$ cat config.mk
export PLATFORM = sky130hd
export DESIGN_NAME = adder_acc_pipe
export DESIGN_NICKNAME = d
export VERILOG_FILES = /design/src/rtl/adder_acc_pipe.sv
export SDC_FILE = /design/constraint.sdc
export NUM_CORES = 1
export LEC_CHECK = 0
export ABC_AREA = 1
export BUFFER_PORTS_ARGS = -buffer_cell sky130_fd_sc_hd__buf_2
export CAP_MARGIN = 20
export CORE_ASPECT_RATIO = 0.75
export CORE_MARGIN = 4
export CORE_UTILIZATION = 50
export DETAILED_ROUTE_END_ITERATION = 12
export GPL_ROUTABILITY_DRIVEN = 0
export GPL_TIMING_DRIVEN = 0
export PLACE_DENSITY = 0.77
export SLEW_MARGIN = 20
export SYNTH_ARGS = -nofsm -noshare
export SYNTH_HDL_FRONTEND = slang
export SYNTH_SLANG_ARGS = --single-unit
$ cat constraint.sdc
create_clock -name clk -period 3.27 [get_ports clk]
set_input_delay 0.8175 -clock clk [delete_from_list [all_inputs] [get_ports clk]]
set_output_delay 0.8175 -clock clk [all_outputs]
set_load 0.05 [all_outputs]
$ cat src/rtl/adder_acc_pipe.sv
// Registered add/sub/accumulate unit with a valid/ready handshake, one output
// register stage, carry/overflow flags, optional unsigned saturation and a beat counter.
module adder_acc_pipe #(
  parameter int WIDTH = 8,
  parameter bit SAT   = 1'b0,
  parameter int CNT_W = 16
) (
  input  logic             clk,
  input  logic             rst,
  input  logic             in_valid,
  output logic             in_ready,
  input  logic [WIDTH-1:0] a,
  input  logic [WIDTH-1:0] b,
  input  logic [1:0]       mode,
  output logic             out_valid,
  input  logic             out_ready,
  output logic [WIDTH-1:0] sum,
  output logic             carry,
  output logic             ovf,
  output logic [WIDTH-1:0] acc,
  output logic [CNT_W-1:0] txn_count
);

  localparam logic [1:0] MODE_ADD = 2'd0;
  localparam logic [1:0] MODE_SUB = 2'd1;
  localparam logic [1:0] MODE_ACC = 2'd2;
  localparam logic [1:0] MODE_CLR = 2'd3;

  logic             valid_reg;
  logic [WIDTH-1:0] sum_reg;
  logic             carry_reg;
  logic             ovf_reg;
  logic [WIDTH-1:0] acc_reg;
  logic [CNT_W-1:0] cnt_reg;

  logic             in_fire;
  logic             out_fire;
  logic [WIDTH-1:0] lhs;
  logic [WIDTH-1:0] rhs;
  logic             cin;
  logic [WIDTH:0]   raw;
  logic             raw_ovf;
  logic [WIDTH-1:0] sum_next;
  logic             carry_next;
  logic             ovf_next;
  logic [WIDTH-1:0] acc_next;

  // Single-entry output stage: a beat may enter whenever the slot is empty
  // or is being drained in the same cycle.
  assign in_ready = !valid_reg || out_ready;
  assign in_fire  = in_valid && in_ready;
  assign out_fire = valid_reg && out_ready;

  // One shared WIDTH+1 adder; subtraction is a + ~b + 1.
  always_comb begin
    lhs = a;
    rhs = b;
    cin = 1'b0;
    case (mode)
      MODE_SUB: begin
        rhs = ~b;
        cin = 1'b1;
      end
      MODE_ACC: begin
        lhs = acc_reg;
        rhs = a;
      end
      default: ;
    endcase
  end

  assign raw = {1'b0, lhs} + {1'b0, rhs} + {{WIDTH{1'b0}}, cin};

  // With rhs already inverted for subtraction, one same-sign rule covers all modes.
  assign raw_ovf = (lhs[WIDTH-1] == rhs[WIDTH-1]) && (raw[WIDTH-1] != lhs[WIDTH-1]);

  generate
    if (SAT) begin : g_sat
      always_comb begin
        sum_next = raw[WIDTH-1:0];
        if ((mode == MODE_ADD || mode == MODE_ACC) && raw[WIDTH]) begin
          sum_next = {WIDTH{1'b1}};
        end else if (mode == MODE_SUB && !raw[WIDTH]) begin
          sum_next = {WIDTH{1'b0}};
        end
        if (mode == MODE_CLR) begin
          sum_next = {WIDTH{1'b0}};
        end
      end
    end else begin : g_wrap
      always_comb begin
        sum_next = raw[WIDTH-1:0];
        if (mode == MODE_CLR) begin
          sum_next = {WIDTH{1'b0}};
        end
      end
    end
  endgenerate

  always_comb begin
    carry_next = raw[WIDTH];
    ovf_next   = raw_ovf;
    if (mode == MODE_CLR) begin
      carry_next = 1'b0;
      ovf_next   = 1'b0;
    end
  end

  always_comb begin
    acc_next = acc_reg;
    case (mode)
      MODE_ACC: acc_next = sum_next;
      MODE_CLR: acc_next = {WIDTH{1'b0}};
      default:  acc_next = acc_reg;
    endcase
  end

  always_ff @(posedge clk) begin
    if (rst) begin
      valid_reg <= 1'b0;
      sum_reg   <= {WIDTH{1'b0}};
      carry_reg <= 1'b0;
      ovf_reg   <= 1'b0;
      acc_reg   <= {WIDTH{1'b0}};
      cnt_reg   <= {CNT_W{1'b0}};
    end else if (in_fire) begin
      valid_reg <= 1'b1;
      sum_reg   <= sum_next;
      carry_reg <= carry_next;
      ovf_reg   <= ovf_next;
      acc_reg   <= acc_next;
      cnt_reg   <= cnt_reg + {{(CNT_W-1){1'b0}}, 1'b1};
    end else if (out_fire) begin
      // Result fields keep their last value once consumed.
      valid_reg <= 1'b0;
    end
  end

  assign out_valid = valid_reg;
  assign sum       = sum_reg;
  assign carry     = carry_reg;
  assign ovf       = ovf_reg;
  assign acc       = acc_reg;
  assign txn_count = cnt_reg;

endmodule

==> run_results.csv <==
group,metric,value,unit
critical_path,crit_buf_inv,4,
die,core,0.00420,mm²
global_route,grt_pass1_vias,2097,
route,vias,2334,
critical_path,cp-end-kind,"flop",
sta,hold-worst-slack,0.463,ns
clocking,cts_tree,"built",
die,num_rows,20,
layout,n_antenna_cell,0,
run_status,status,"finished clean",
flow_run,drv_cap,0,
min_path,holdCritPathClass,"flop to flop",
layout,final_nets,434,
min_path,worstHoldStart,"sum[2]",
pwr,combPwrFrac,33.0,%
sta,setup_viol,0,
layout,final_area,0.00269,mm²
sta,worst_slack,0.360,ns
clocking,cts-root-buf,"clkbuf_8",
clocking,cts_buffers,5,
logic_synthesis,ys_seq_area_share,31.1,%
logic_synthesis,postSynthCellCount,337,
sta,rsz0062_at_grt,"false",
sta,hold_viol_final,0,
critical_path,r2r_end,"sum[2]",
logic_synthesis,synth_top_area_share,31.1,%
pwr,clkPwrFrac,26.8,%
route,wl_met2,2.19,mm
sta,post-route-period-util,89.0,%
critical_path,reg2reg_depth,10,
die,die_area,0.00565,mm²
route,topRoutingLayerUsed,"met4",
placement,placed_area,0.00260,mm²
logic_synthesis,yosys.cell_types.count,30,
global_route,grt_pass1_wl,9.54,mm
sta,slew_violations,0,
clocking,cts.path.max_buffers,2,
global_route,grt.total_usage,21.4,%
pwr,power_density,433,mW/mm²
critical_path,worstPathArrival,3.14,ns
global_route,grt_overflow_total,0,
pwr,switchingPower,0.448,mW
logic_synthesis,yosysWarnings,0,
route,dr_wl_met3,394,µm
layout,drive_above_1_share,23.5,%
die,die_h,66.1,µm
clocking,h-tree-depth,2,
logic_synthesis,avgSynthCellArea,6.68,µm²
pwr,pwr-share-seq,40.2,%
placement,place_hpwl,4.44,mm
clocking,cts_num_sinks,35,
die,die_x,85.5,µm
critical_path,reg2reg_from,"acc[0]",
min_path,min_to,"sum[2]",
layout,area_delta_synth_final,19.6,%
global_route,antenna_found_initial,0,
sta,finalClockSkew,0.0102,ns
route,wl_met1,2.88,mm
layout,final_core_util,64.1,%
critical_path,required,3.50,ns
logic_synthesis,synth.net_count,372,
critical_path,worstPathMaxFanout,7,
route,first_pass_iters,4,
critical_path,slowest_delay,0.45,ns
critical_path,cp_slowest_cell,"fa_1",
logic_synthesis,yosys.area.top_type,"dfxtp_1",
critical_path,regToRegSetupSlack,1.17,ns
clocking,clk_latency,0.30,ns
logic_synthesis,synth_area,0.00225,mm²
route,post_drt_wl_per_cell,12.1,µm
critical_path,path_cells,"buf_2, inv_1, ha_1, clkinvlp_4, o211ai_1, o21ai_0, fa_1, fa_1, inv_2, o21ai_0, a21oi_1, nand2_1, a21oi_1",
die,ioPinCount,58,
clocking,holdBufCountCts,0,
sta,fmax,344,MHz
layout,largest_reg_flops,16,
route,drc,0,
route,ant_nets,0,
critical_path,critPathKind,"input pin to flop",
sta,fin_crit,2.91,ns
global_route,grt_max_degree,13,
route,drt_iter0_markers,161,
sta,slew_headroom,67.7,%
min_path,hold_depth,2,
route,viasPerCell,5.13,
sta,worstMarginPinSlew,0.484,ns
placement,portBuffers,56,
logic_synthesis,synthTopCellsByArea,"dfxtp_1 31%, nand2_1 12%, inv_1 7.5%",
placement,place_ws,-0.263,ns
logic_synthesis,ys_seq_elements,35,
die,start_util,53.6,%
clocking,clkSlewWorstSetupHoldPaths,0.07,ns
route,drt-total-wl,5.53,mm
pwr,ir_drop,0.266,mV
layout,n_fill_cell,407,
critical_path,cp_top_family,"adder cells",
critical_path,cp-start-kind,"input pin",
pwr,p_total,1.17,mW
pwr,p_leak,1.29,nW
pwr,swShare,38.4,%
pwr,internal_power,0.718,mW
## cell type report
cell class / instances / area, µm² / area share, %
plain buffers: 7 / 46.3 / 1.72
clock buffers: 5 / 68.8 / 2.55
clock inverters: 3 / 20.0 / 0.743
inverters: 54 / 209 / 7.76
multi-input cells: 239 / 1290 / 48.0
flip-flops and latches: 35 / 701 / 26.0
well taps: 55 / 68.8 / 2.55
repair buffers: 57 / 288 / 10.7
## worst min-delay path, stage by stage, from the launching register on
cell,delay [ns]
dfxtp_1,0.31
nand2_1,0.06
a21oi_1,0.05
## how the worst max path moves through the flow
stage / start / to / slack [ns] / depth (start not counted)
after floorplan: mode[0] / carry / 0.28 / 14
after global placement: mode[0] / sum[2] / -0.21 / 13
after detailed placement: mode[0] / sum[2] / -0.26 / 13
after CTS: mode[0] / sum[2] / 0.03 / 13
after global routing: mode[0] / sum[2] / 0.15 / 13
final: mode[0] / sum[2] / 0.36 / 13
## stage by stage
stage / TNS [ns] / std cells
floorplan: 0 / 337
global placement: -1.33 / 448
detailed placement: -1.75 / 448
CTS: 0 / 456
global route: 0 / 455
finish: 0 / 455
## per-layer routing
metal | global-route usage, % | up-vias
met5 | 0 | -
met4 | 6.92 | 0
met3 | 5.48 | 8
met2 | 30.6 | 61
met1 | 31.1 | 1038
li1 | - | 1227
## cells by family after synthesis
group	after synthesis	synth area share (%)
compound gates	87	21.3
fa+ha+maj	13	7.89
buf+inv	63	11.5
flops	35	31.1
simple gates	139	28.2
## cells in the final DEF (no fill, tap or decap), types with 2 or more instances in the layout
master and instances:
nand2_1 71, buf_2 60, inv_1 44, nor2_1 35, dfxtp_1 35, a21oi_1 32
o21ai_0 25, o21ai_1 19, nand3_1 14, ha_1 11, inv_2 8, o221ai_1 6
clkbuf_8 5, nand3_2 4, clkinvlp_4 3, nand4_1 3, buf_6 2, o211ai_1 2
nand2_4 2, or2_1 2, nor2_4 2, nor3_1 2, fa_1 2
## power by group through the flow
stage	Sequential (mW)	Clock [mW]	Combinational, mW
after floorplan	0.560	0	0.209
after global placement	0.478	0	0.372
after detailed placement	0.478	0	0.381
after CTS	0.469	0.318	0.383
after global routing	0.472	0.340	0.431
final	0.469	0.312	0.385
## synth_stat cells
| cell | n |
|---|---|
| nand2_1 | 71 |
| inv_1 | 45 |
| dfxtp_1 | 35 |
| nor2_1 | 35 |
| a21oi_1 | 32 |
| o21ai_0 | 25 |
| o21ai_1 | 19 |
| nand3_1 | 14 |
| ha_1 | 11 |
| inv_2 | 8 |
| o221ai_1 | 6 |
| buf_2 | 4 |
| nand3_2 | 4 |
| clkbuf_1 | 3 |
| nand4_1 | 3 |
| buf_6 | 2 |
| fa_1 | 2 |
| nand2_4 | 2 |
| nor2_4 | 2 |
| nor3_1 | 2 |
| o211ai_1 | 2 |
| or2_1 | 2 |
| a21oi_4 | 1 |
| inv_4 | 1 |
| nand2_2 | 1 |
| nand3b_1 | 1 |
| nor3_2 | 1 |
| nor3_4 | 1 |
| o21ai_2 | 1 |
| o21bai_1 | 1 |
## timing repair
item / 4_1_cts / 5_1_grt
gates resized for setup: 0 / 1
setup endpoints to repair: 0 / 11
setup buffers: 0 / 1
(Power assumes the default switching activity.)
